`src/rtl/moldudp64_pkg.sv`:
```
// Shared constants for the MoldUDP64 header tracker: header layout,
// special message counts, classification codes and the parser state type.
package moldudp64_pkg;

  localparam int HDR_LEN  = 20;
  localparam int SESS_OFF = 0;
  localparam int SEQ_OFF  = 10;
  localparam int CNT_OFF  = 18;

  localparam logic [15:0] HEARTBEAT_CNT   = 16'h0000;
  localparam logic [15:0] END_SESSION_CNT = 16'hFFFF;

  localparam logic [2:0] KIND_IN_ORDER    = 3'd0;
  localparam logic [2:0] KIND_GAP         = 3'd1;
  localparam logic [2:0] KIND_DUP         = 3'd2;
  localparam logic [2:0] KIND_OVERLAP     = 3'd3;
  localparam logic [2:0] KIND_HEARTBEAT   = 3'd4;
  localparam logic [2:0] KIND_END_SESSION = 3'd5;
  localparam logic [2:0] KIND_RESYNC      = 3'd6;

  typedef enum logic {
    ST_HDR     = 1'b0,
    ST_PAYLOAD = 1'b1
  } hdr_state_e;

endpackage

```
`src/rtl/moldudp64_seq_tracker.sv`:
```
// Classifies each captured MoldUDP64 header against the locked session's
// expected sequence number and registers the result as a one-cycle report.
module moldudp64_seq_tracker
  import moldudp64_pkg::*;
(
  input  logic        clk,
  input  logic        rst,
  input  logic        hdr_done_i,
  input  logic [79:0] session_i,
  input  logic [63:0] seq_i,
  input  logic [15:0] cnt_i,
  output logic        hdr_valid_o,
  output logic [79:0] session_id_o,
  output logic [63:0] seq_num_o,
  output logic [15:0] msg_count_o,
  output logic [2:0]  kind_o,
  output logic [63:0] gap_len_o,
  output logic [63:0] expected_seq_o,
  output logic        dbg_locked_o
);

  logic        locked_q, locked_d;
  logic [79:0] lock_sess_q, lock_sess_d;
  logic [63:0] exp_q, exp_d;

  logic        hdr_valid_q, hdr_valid_d;
  logic [79:0] session_q, session_d;
  logic [63:0] seq_q, seq_d;
  logic [15:0] cnt_q, cnt_d;
  logic [2:0]  kind_q, kind_d;
  logic [63:0] gap_q, gap_d;
  logic [63:0] exp_out_q, exp_out_d;

  logic [63:0] seq_end;

  // Sums wrap modulo 2^64 and all orderings are plain unsigned compares.
  assign seq_end = seq_i + {48'd0, cnt_i};

  always_comb begin
    locked_d    = locked_q;
    lock_sess_d = lock_sess_q;
    exp_d       = exp_q;
    hdr_valid_d = hdr_done_i;
    session_d   = session_q;
    seq_d       = seq_q;
    cnt_d       = cnt_q;
    kind_d      = kind_q;
    gap_d       = gap_q;
    if (hdr_done_i) begin
      session_d = session_i;
      seq_d     = seq_i;
      cnt_d     = cnt_i;
      gap_d     = '0;
      if (!locked_q || (session_i != lock_sess_q)) begin
        kind_d      = KIND_RESYNC;
        locked_d    = 1'b1;
        lock_sess_d = session_i;
        exp_d       = seq_end;
      end else if (cnt_i == END_SESSION_CNT) begin
        kind_d   = KIND_END_SESSION;
        locked_d = 1'b0;
      end else if (cnt_i == HEARTBEAT_CNT) begin
        if (seq_i > exp_q) begin
          kind_d = KIND_GAP;
          gap_d  = seq_i - exp_q;
          exp_d  = seq_i;
        end else begin
          kind_d = KIND_HEARTBEAT;
        end
      end else if (seq_i == exp_q) begin
        kind_d = KIND_IN_ORDER;
        exp_d  = seq_end;
      end else if (seq_i > exp_q) begin
        kind_d = KIND_GAP;
        gap_d  = seq_i - exp_q;
        exp_d  = seq_end;
      end else if (seq_end <= exp_q) begin
        kind_d = KIND_DUP;
      end else begin
        kind_d = KIND_OVERLAP;
        exp_d  = seq_end;
      end
    end
  end

  assign exp_out_d = hdr_done_i ? exp_d : exp_out_q;

  always_ff @(posedge clk) begin
    if (rst) begin
      locked_q    <= 1'b0;
      lock_sess_q <= '0;
      exp_q       <= '0;
      hdr_valid_q <= 1'b0;
      session_q   <= '0;
      seq_q       <= '0;
      cnt_q       <= '0;
      kind_q      <= KIND_IN_ORDER;
      gap_q       <= '0;
      exp_out_q   <= '0;
    end else begin
      locked_q    <= locked_d;
      lock_sess_q <= lock_sess_d;
      exp_q       <= exp_d;
      hdr_valid_q <= hdr_valid_d;
      session_q   <= session_d;
      seq_q       <= seq_d;
      cnt_q       <= cnt_d;
      kind_q      <= kind_d;
      gap_q       <= gap_d;
      exp_out_q   <= exp_out_d;
    end
  end

  assign hdr_valid_o    = hdr_valid_q;
  assign session_id_o   = session_q;
  assign seq_num_o      = seq_q;
  assign msg_count_o    = cnt_q;
  assign kind_o         = kind_q;
  assign gap_len_o      = gap_q;
  assign expected_seq_o = exp_out_q;
  assign dbg_locked_o   = locked_q;

endmodule

```
`src/rtl/moldudp64_header_tracker.sv`:
```
// MoldUDP64 header extractor: counts packet bytes, captures the 20-byte header
// at HDR_OFFSET from any lane alignment and hands it to the sequence tracker.
module moldudp64_header_tracker
  import moldudp64_pkg::*;
#(
  parameter int DATA_BYTES = 8,
  parameter int HDR_OFFSET = 42
) (
  input  logic                    clk,
  input  logic                    rst,
  // Stream handshake: a beat transfers on every cycle in_valid_i is high;
  // there is no ready, so every valid beat is consumed unconditionally.
  input  logic                    in_valid_i,
  input  logic [8*DATA_BYTES-1:0] in_data_i,
  input  logic [DATA_BYTES-1:0]   in_keep_i,
  input  logic                    in_last_i,
  output logic                    hdr_valid_o,
  output logic [79:0]             session_id_o,
  output logic [63:0]             seq_num_o,
  output logic [15:0]             msg_count_o,
  output logic [2:0]              kind_o,
  output logic [63:0]             gap_len_o,
  output logic [63:0]             expected_seq_o,
  output logic                    err_short_o,
  output logic                    dbg_state_o,
  output logic                    dbg_locked_o
);

  localparam int POS_MAX = HDR_OFFSET + HDR_LEN;
  localparam int POS_W   = $clog2(POS_MAX + DATA_BYTES + 1);

  hdr_state_e             state_q, state_d;
  logic [POS_W-1:0]       pos_q, pos_d;
  logic [8*HDR_LEN-1:0]   hdr_q, hdr_d;
  logic                   hdr_done_q, hdr_done_d;
  logic                   err_short_q, err_short_d;

  logic [POS_W-1:0]       beat_cnt;
  logic [POS_W-1:0]       pos_sum;
  logic                   hdr_complete;

  logic [79:0]            cap_session;
  logic [63:0]            cap_seq;
  logic [15:0]            cap_cnt;

  // Keep is contiguous from lane 0, so its popcount is the beat length.
  always_comb begin
    beat_cnt = '0;
    for (int l = 0; l < DATA_BYTES; l++) begin
      beat_cnt = beat_cnt + POS_W'(in_keep_i[l]);
    end
  end

  assign pos_sum      = pos_q + beat_cnt;
  assign hdr_complete = (state_q == ST_HDR) && (pos_sum >= POS_W'(POS_MAX));

  // Header byte h comes from lane l when pos_q + l == HDR_OFFSET + h.
  always_comb begin
    hdr_d = hdr_q;
    if (in_valid_i && (state_q == ST_HDR)) begin
      for (int h = 0; h < HDR_LEN; h++) begin
        for (int l = 0; l < DATA_BYTES; l++) begin
          if ((HDR_OFFSET + h - l >= 0) && (HDR_OFFSET + h - l < POS_MAX)) begin
            if (in_keep_i[l] && (pos_q == POS_W'(HDR_OFFSET + h - l))) begin
              hdr_d[8*h +: 8] = in_data_i[8*l +: 8];
            end
          end
        end
      end
    end
  end

  always_comb begin
    state_d     = state_q;
    pos_d       = pos_q;
    hdr_done_d  = 1'b0;
    err_short_d = 1'b0;
    if (in_valid_i) begin
      pos_d = (pos_sum >= POS_W'(POS_MAX)) ? POS_W'(POS_MAX) : pos_sum;
      unique case (state_q)
        ST_HDR: begin
          if (hdr_complete) begin
            hdr_done_d = 1'b1;
            if (!in_last_i) state_d = ST_PAYLOAD;
          end else if (in_last_i) begin
            err_short_d = 1'b1;
          end
        end
        ST_PAYLOAD: begin
          if (in_last_i) state_d = ST_HDR;
        end
        default: state_d = ST_HDR;
      endcase
      if (in_last_i) pos_d = '0;
    end
  end

  always_ff @(posedge clk) begin
    if (rst) begin
      state_q     <= ST_HDR;
      pos_q       <= '0;
      hdr_q       <= '0;
      hdr_done_q  <= 1'b0;
      err_short_q <= 1'b0;
    end else begin
      state_q     <= state_d;
      pos_q       <= pos_d;
      hdr_q       <= hdr_d;
      hdr_done_q  <= hdr_done_d;
      err_short_q <= err_short_d;
    end
  end

  // Wire byte order is big-endian: the first header byte is the field MSB.
  always_comb begin
    cap_session = '0;
    cap_seq     = '0;
    cap_cnt     = '0;
    for (int i = 0; i < 10; i++) begin
      cap_session[8*(9-i) +: 8] = hdr_q[8*(SESS_OFF+i) +: 8];
    end
    for (int i = 0; i < 8; i++) begin
      cap_seq[8*(7-i) +: 8] = hdr_q[8*(SEQ_OFF+i) +: 8];
    end
    for (int i = 0; i < 2; i++) begin
      cap_cnt[8*(1-i) +: 8] = hdr_q[8*(CNT_OFF+i) +: 8];
    end
  end

  moldudp64_seq_tracker u_tracker (
    .clk            (clk),
    .rst            (rst),
    .hdr_done_i     (hdr_done_q),
    .session_i      (cap_session),
    .seq_i          (cap_seq),
    .cnt_i          (cap_cnt),
    .hdr_valid_o    (hdr_valid_o),
    .session_id_o   (session_id_o),
    .seq_num_o      (seq_num_o),
    .msg_count_o    (msg_count_o),
    .kind_o         (kind_o),
    .gap_len_o      (gap_len_o),
    .expected_seq_o (expected_seq_o),
    .dbg_locked_o   (dbg_locked_o)
  );

  assign err_short_o = err_short_q;
  assign dbg_state_o = state_q;

endmodule

```
`config.mk`:
```
export PLATFORM = sky130hd
export DESIGN_NAME = moldudp64_header_tracker
export DESIGN_NICKNAME = d
export VERILOG_FILES = /design/src/rtl/moldudp64_pkg.sv /design/src/rtl/moldudp64_seq_tracker.sv /design/src/rtl/moldudp64_header_tracker.sv
export SDC_FILE = /design/constraint.sdc
export NUM_CORES = 2
export LEC_CHECK = 0
export ABC_CLOCK_PERIOD_IN_PS = 5800
export CAP_MARGIN = 20
export CORE_ASPECT_RATIO = 1.4
export CORE_MARGIN = 1
export CORE_UTILIZATION = 61
export CTS_BUF_LIST = sky130_fd_sc_hd__clkbuf_8
export CTS_CLUSTER_DIAMETER = 100
export DETAILED_ROUTE_END_ITERATION = 8
export DONT_BUFFER_PORTS = 1
export PLACE_DENSITY = 0.8
export SYNTH_ARGS = -nofsm -noshare
export SYNTH_HDL_FRONTEND = slang
export SYNTH_SLANG_ARGS = --single-unit
export TNS_END_PERCENT = 5
```
`constraint.sdc`:
```
create_clock -name clk -period 5.8 [get_ports clk]
set_clock_uncertainty 0.2 [all_clocks]
set_input_delay 1.45 -clock clk [delete_from_list [all_inputs] [get_ports clk]]
set_output_delay 1.45 -clock clk [all_outputs]
set_load 0.01 [all_outputs]
```
# Word-level counts from Yosys, hierarchy flattened
# Index checks and enable logic that the tools add are counted.
dict set report totals {
  out_inout_bits 295
  reg_bits 607
}
dict set report classes {
  muxes 189
  n_bitwise 2
  n_addsub 10
  n_reduce_logical 210
  n_eq_ne 30
  n_lt_le_gt_ge 3
}
# op n
set op_table {}
lappend op_table {{$mux W8} 160}
lappend op_table {{$mux W64} 13}
lappend op_table {{$eq A7 B6 Y1 const B} 27}
lappend op_table {{$logic_and A1 B1 Y1} 162}
lappend op_table {{$reduce_bool A8 Y1} 20}
lappend op_table {{$ne A80 B80 Y1} 1}
lappend op_table {{$add A64 B16 Y64} 1}
lappend op_table {{$eq A64 B64 Y1} 1}
lappend op_table {{$gt A64 B64 Y1} 1}
lappend op_table {{$le A64 B64 Y1} 1}
lappend op_table {{$sub A64 B64 Y64} 1}
lappend op_table {{$reduce_and A2 Y1} 22}
lappend op_table {{$mux W3} 6}
lappend op_table {{$eq A16 B16 Y1 const B} 1}
lappend op_table {{$logic_not A16 Y1} 1}
lappend op_table {{$mux W7} 2}
lappend op_table {{$add A6 B1 Y7} 1}
lappend op_table {{$add A7 B1 Y7} 1}
lappend op_table {{$add A7 B7 Y7} 1}
lappend op_table {{$ge A7 B6 Y1 const B} 1}
lappend op_table {{$mux W1} 7}
lappend op_table {{$add A5 B1 Y6} 1}
lappend op_table {{$add A4 B1 Y5} 1}
lappend op_table {{$add A3 B1 Y4} 1}
lappend op_table {{9 further kinds} 10}

# Depth between registers and ports, before layout
dict set report depth {
  ltp_word 12
  depth_mapped 24
  mapped_depth_nobuf 21
}

# Cells and area by module
# Synthesis repeated with hierarchy kept, for this count alone.
dict set report hier_totals {
  cells_unflattened 5586
  hier_area_um2 43080.1
}
# mod area_each_um2 seq_area_each_um2 n_inst cells_per_inst
set by_module_without_submodules {}
lappend by_module_without_submodules {moldudp64_seq_tracker 24991.5 8748.4 1 3014}
lappend by_module_without_submodules {moldudp64_header_tracker 18088.6 3403.3 1 2572}

# Least setup slack after synthesis
# OpenSTA, ideal clock, no wires.
dict set report synth_path {
  path_kind {register to register}
  from {reg hdr_q[137]}
  to {reg u_tracker.exp_out_q[27] (netlist: u_tracker.expected_seq_o[27])}
  path_stages_with_launch 25
  period_less_slack_ns 5.669
  n_path_buf 4
  slack_ns 0.131
  arrival_time_ns 5.355
  setup_ns 0.114
  required_ns 5.486
  path_cell_list {dfxtp_1 ha_1 a211oi_1 o211ai_1 a31o_2 o2111a_1 o21ai_0 clkbuf_1 nor2_1 and4_1 xor2_1 ha_1 nand4_1 or4_1 or3_4 o21ba_1 o31ai_2 nand3b_4 o22a_1 buf_6 and2_4 buf_6 buf_8 o2bb2ai_2 a21o_1}
}
dict set report synth_between {
  elab_chain_len 9
}
# element line
set synth_lines {}
lappend synth_lines {{start: declaration} moldudp64_header_tracker.sv:34} ;# logic [8*HDR_LEN-1:0] hdr_q, hdr_d;
lappend synth_lines {{start signal: assignment} moldudp64_header_tracker.sv:108} ;# hdr_q <= hdr_d;
lappend synth_lines {{$add A64 B16 Y64} moldudp64_seq_tracker.sv:37} ;# assign seq_end = seq_i + {48'd0, cnt_i};
lappend synth_lines {{$le A64 B64 Y1} moldudp64_seq_tracker.sv:77} ;# end else if (seq_end <= exp_q) begin
lappend synth_lines {{$mux W64} moldudp64_seq_tracker.sv:77}
lappend synth_lines {{$mux W64} moldudp64_seq_tracker.sv:73} ;# end else if (seq_i > exp_q) begin
lappend synth_lines {{$mux W64} moldudp64_seq_tracker.sv:70} ;# end else if (seq_i == exp_q) begin
lappend synth_lines {{$mux W64} moldudp64_seq_tracker.sv:62} ;# end else if (cnt_i == HEARTBEAT_CNT) begin
lappend synth_lines {{$mux W64} moldudp64_seq_tracker.sv:59} ;# end else if (cnt_i == END_SESSION_CNT) begin
lappend synth_lines {{$mux W64 (*)} moldudp64_seq_tracker.sv:54} ;# if (!locked_q || (session_i != lock_sess_q)) begin
lappend synth_lines {{$mux W64 (*)} moldudp64_seq_tracker.sv:49} ;# if (hdr_done_i) begin
lappend synth_lines {{end signal: assignment} moldudp64_seq_tracker.sv:110} ;# exp_out_q <= exp_out_d;
lappend synth_lines {{end: declaration} moldudp64_seq_tracker.sv:32} ;# logic [63:0] exp_out_q, exp_out_d;
# Every way passes the cells marked *; elsewhere a longest branch is shown, timed or not.
# A chain may end at the register's enable or synchronous reset.

# Final worst setup path
dict set report layout_path {
  from {reg hdr_q[136]}
  to {reg u_tracker.exp_out_q[20] (netlist: u_tracker.expected_seq_o[20])}
}
# The elaborated chain is that of the path after synthesis.

==> results summary <==
The run finished, with violations left. The checks that failed: DRC. Walking the worst path, the cells encountered are ha_2, fa_2, a21oi_4, o21ai_2, a21o_1, a31oi_4, buf_6, o21a_1, nor3_2, and3_1, xor2_1, ha_1, nand4_1, or4_4, or3_4, o21ba_1, o31ai_2, nand3b_4, o22a_1, buf_4, or2_2, a31oi_4, a311oi_1. The synthesized netlist net count is 5897. The class of the tightest hold or removal check is flop to flop.

The reg2reg setup slack is about 0.15 ns. The post-detailed-routing wire length came out at between 150000 and 200000 microns. The largest fanout of any net on the critical path came out at 8. Ranked by total cell area, the synthesized netlist is headed by sky130_fd_sc_hd__dfxtp_1 29%, sky130_fd_sc_hd__mux2i_1 9.5%, sky130_fd_sc_hd__a21oi_1 9.3%, sky130_fd_sc_hd__a211oi_1 8.3%, sky130_fd_sc_hd__nor2_1 7.5%.

During synthesis, Yosys emitted a total of 0 warnings. The arithmetic-cell share of the synthesized area counting full adders, half adders and majority gates came out at under 10%. The detailed-routing iteration count for the pre-antenna-repair pass is 9. The DRC violation count after routing came out at 19. After floorplanning, the core was divided into around 110 placement rows. Of all flip-flops after synthesis, the portion carrying an async set or reset was 0%. For hold timing, the worst endpoint is u_tracker.exp_q[50]$_SDFF_PP0_. The post-synthesis share of cell area spent on and, or, nand and nor gates came out at 17.5%.

371 I/O pins were placed. The area of the mapped netlist came out at 0.0426 sq mm. The chip width is 225 microns. The initial core utilization came out at 61.7%.

The filler cell count in the final layout came out at 6187. The maximum resistive drop on vdd came out at approximately 0.23 mV. The clock net sink count came out at roughly 610. The fraction of the cycle the final worst path needs is 97.4%.

The via count of the first global-routing pass came to 42064. Dividing total power by cell area gives a power density of 185 mW/mm^2. The critical path in this run is classified as flop to flop. The worst register-to-register path begins at hdr_q[136]$_SDFFE_PP0P_. The final global-route overflow total is 0. The slew at the pin with the worst max-slew slack is 1.35 ns. The count of input and output buffers is 0. The headroom to the max-slew limit came out at roughly a tenth. The number of nets still failing antenna checks after routing is 0. The post-synthesis average cell area is 7.51 sq um. The final count of pins violating max slew came out at 0.

The share of the core filled with cells in the final layout came out at 66.2%. The synthesized netlist devotes between 20% and 30% of its cell area to compound gates. In this design, the stage delay of the slowest critical-path cell is 0.54 ns. The cell taking the most area after synthesis is sky130_fd_sc_hd__dfxtp_1. The later pin in the worst-skew pair is clocked with a latency of 0.80 ns.

Derived from the worst setup path, the maximum achievable clock frequency is 0.177 GHz. Setup repair after global routing could not meet its margin everywhere. Measured against the total synthesized area, the mux share comes to about a tenth.

The clock transition at the register clock pins on the worst setup and hold paths after CTS is 0.07 ns. The number of cells traversed by the worst hold path came out at 2. The die is approximately 310 microns tall.

STA puts the critical path data arrival time at 6.06 ns. The count of flip-flops with a built-in enable after synthesis is 0. Summing the areas of all xor and xnor instances in the mapped netlist gives under 10% of the synthesized area. The number of synthesized register bits is 607. The half-perimeter wire length of the detailed placement result came out at 126000 microns. Setup violations remaining at the end of the flow were counted as 0.

In this run the worst setup path begins at hdr_q[136]$_SDFFE_PP0P_. The initial antenna violation count came to 20. The first global-routing pass estimated 271000 microns of wire. Of the post-synthesis cell area, the dominant cell type holds 28.5%. The core box area came out at 0.0690 sq mm.

The die outline area is 0.0709 sq mm. By instance count, the leading cell after synthesis is sky130_fd_sc_hd__nor2_1. The post-synthesis instance total is about 5700.

In this run the most critical hold path is launched from u_tracker.exp_q[50]$_SDFF_PP0_. The maximum number of pins on one net before global-route repair came out at 345. The final count of hold timing violations came to 0. The average routed wire per standard cell came out at 28.7 microns. The tool flagged a number of max-cap violations equal to 0. The net count of the finished layout is ~5700. The number of distinct library cell variants in the gate-level netlist after synthesis is 95.

The clock tree synthesis step divided the H-tree into 3 levels. The kind of start point of the critical path is a flop. The commonest cells after synthesis are 850 x sky130_fd_sc_hd__nor2_1, 787 x sky130_fd_sc_hd__a21oi_1, 607 x sky130_fd_sc_hd__dfxtp_1.

CTS placed an instance of sky130_fd_sc_hd__clkbuf_8 at the clock tree root. The detailed router placed 46056 vias in this run. The starting DRC count in detailed routing came out at 6912. Sequential cells were found to cover ~29% of the synthesized design area. The category of the worst setup path capture point is a flop. Compared with the post-synthesis result, the final layout area differs by 7.35%. Routability-driven placement finished with a final weighted congestion of about 1.1. In this run the critical register-to-register path is captured at u_tracker.expected_seq_o[20]$_SDFFE_PP0P_. The overall routing resource usage came out at 51.3%.

The dominant combinational cell family by area after synthesis is compound AO/OA/AOI/OAI gates. The required time at the worst-slack endpoint is between 6 and 7 ns. The dominant cell type by count on the critical path is sky130_fd_sc_hd__a31oi_4. For this design, the slowest cell found on the critical path is sky130_fd_sc_hd__or4_4. The detailed-route vias per instance is 7.12. The clock passes through at most 3 buffers. In this design, the largest share of critical-path delay is due to simple AND/OR/NAND/NOR gates. Buffers inserted to repair hold after CTS numbered 0. The total buffers and inverters traversed by the critical path is 2. The total power draw is 8430 uW. The depth of the most critical reg-to-reg path came out at 23. The share of layout cells above drive strength 1 came out at 8.52%. The leakage power total came out at ~0.019 uW. The number of clock buffers inserted by TritonCTS came out at 91. The most common flop cell mapped by yosys is sky130_fd_sc_hd__dfxtp_1.

For the finished layout, the period the worst path requires is 5.65 ns. TritonCTS built the clock tree.
[logic make-up (layout without fill, tap and decap cells)]
| logic type | after synthesis | in the layout |
|---|---|---|
| mux | 407 | 407 |
| flops | 607 | 607 |
| xor+xnor | 175 | 175 |
| buf+inv | 662 | 523 |
| compound gates | 2005 | 2005 |
| other cells | 0 | 13 |
| simple gates | 1651 | 1651 |
| fa+ha+maj | 157 | 157 |
[sequential cells by signal, summed over array words and instances (netlist names)]
register and count:
u_tracker.expected_seq_o 64, dbg_state_o 1, u_tracker.msg_count_o 16, pos_q 7
u_tracker.exp_q 64, hdr_done_q 1, u_tracker.lock_sess_q 80, u_tracker.seq_num_o 64
u_tracker.hdr_valid_o 1, u_tracker.dbg_locked_o 1, hdr_q 160, u_tracker.gap_len_o 64
err_short_o 1, u_tracker.session_id_o 80, u_tracker.kind_o 3
[worst reg2reg max path, delay by kind of cell (launching register included)]
kind	cells	cell delay, ns
and+or+nand+nor	7	1.93
AOI/OAI and AO/OA	10	1.68
adders and majority gates	3	0.91
DFF	1	0.31
buffers and inverters	2	0.30
xor gates and xnor gates	1	0.17
[power breakdown]
part	leakage [uW]	switching [uW]	internal, uW	total (uW)
sequential	0.00489	12.1	4170	4180
combinational	0.0127	329	214	543
clock	0.00106	1860	1850	3710
total	0.0187	2200	6240	8430
[routing by layer]
metal  GRT usage, %  share of wire (%)
met1           53.9                 33
met2           75.5                 42
met3           24.4                 14
met4           45.9                 11
met5           4.67               0.17
[through the flow]
step	std cells	instance area, sq um	hold WS [ns]	worst slack [ns]	setup TNS, ns
after CTS	6440	45400	0.261	0.00149	0
after floorplan	5664	42600	0.226	0.131	0
after global routing	6458	45700	0.286	-0.0630	-0.377
final	6466	45700	0.262	0.149	0
after detailed placement	6279	43400	0.251	-0.207	-12.38
after global placement	6277	43400	0.234	-0.113	-3.70
[timing repair]
action,CTS,global route
buffers inserted,2,1
pin swaps,0,10
setup endpoints to repair,120,128
cloned,0,0
resized for setup,8,29
[placed cells by master (no fill, tap or decap), types with 37 or more instances in the layout]
cell type and instances:
sky130_fd_sc_hd__a211oi_1 470, sky130_fd_sc_hd__a21o_1 84, sky130_fd_sc_hd__a21oi_1 784, sky130_fd_sc_hd__a22oi_1 68, sky130_fd_sc_hd__a31oi_1 41, sky130_fd_sc_hd__buf_4 217
sky130_fd_sc_hd__clkbuf_8 118, sky130_fd_sc_hd__dfxtp_1 605, sky130_fd_sc_hd__ha_1 149, sky130_fd_sc_hd__inv_1 154, sky130_fd_sc_hd__mux2i_1 406, sky130_fd_sc_hd__nand2_1 307
sky130_fd_sc_hd__nand2b_1 47, sky130_fd_sc_hd__nand3_1 61, sky130_fd_sc_hd__nand4_1 99, sky130_fd_sc_hd__nor2_1 847, sky130_fd_sc_hd__nor3_1 72, sky130_fd_sc_hd__nor4_2 37
sky130_fd_sc_hd__o21ai_0 270, sky130_fd_sc_hd__xnor2_1 118, sky130_fd_sc_hd__xor2_1 56
[cell type report]
type | count | area (sq um) | area share, %
Clock inverter | 45 | 310 | 0.679
Multi-Input combinational cell | 4395 | 28100 | 61.6
Timing Repair Buffer | 229 | 1830 | 4.00
Inverter | 135 | 509 | 1.11
Clock buffer | 114 | 1570 | 3.43
Antenna cell | 13 | 32.5 | 0.0712
Sequential cell | 607 | 12200 | 26.6
Tap cell | 928 | 1160 | 2.54
[worst max path at each step]
stage | to | cells past startpoint
global route | u_tracker.expected_seq_o[20]$_SDFFE_PP0P_ | 23
detailed placement | u_tracker.expected_seq_o[20]$_SDFFE_PP0P_ | 22
finish | u_tracker.expected_seq_o[20]$_SDFFE_PP0P_ | 23
CTS | u_tracker.exp_q[17]$_SDFF_PP0_ | 22
floorplan | u_tracker.expected_seq_o[27]$_SDFFE_PP0P_ | 24
global placement | u_tracker.expected_seq_o[20]$_SDFFE_PP0P_ | 22
No activity file was read; power rests on OpenSTA's default activity.
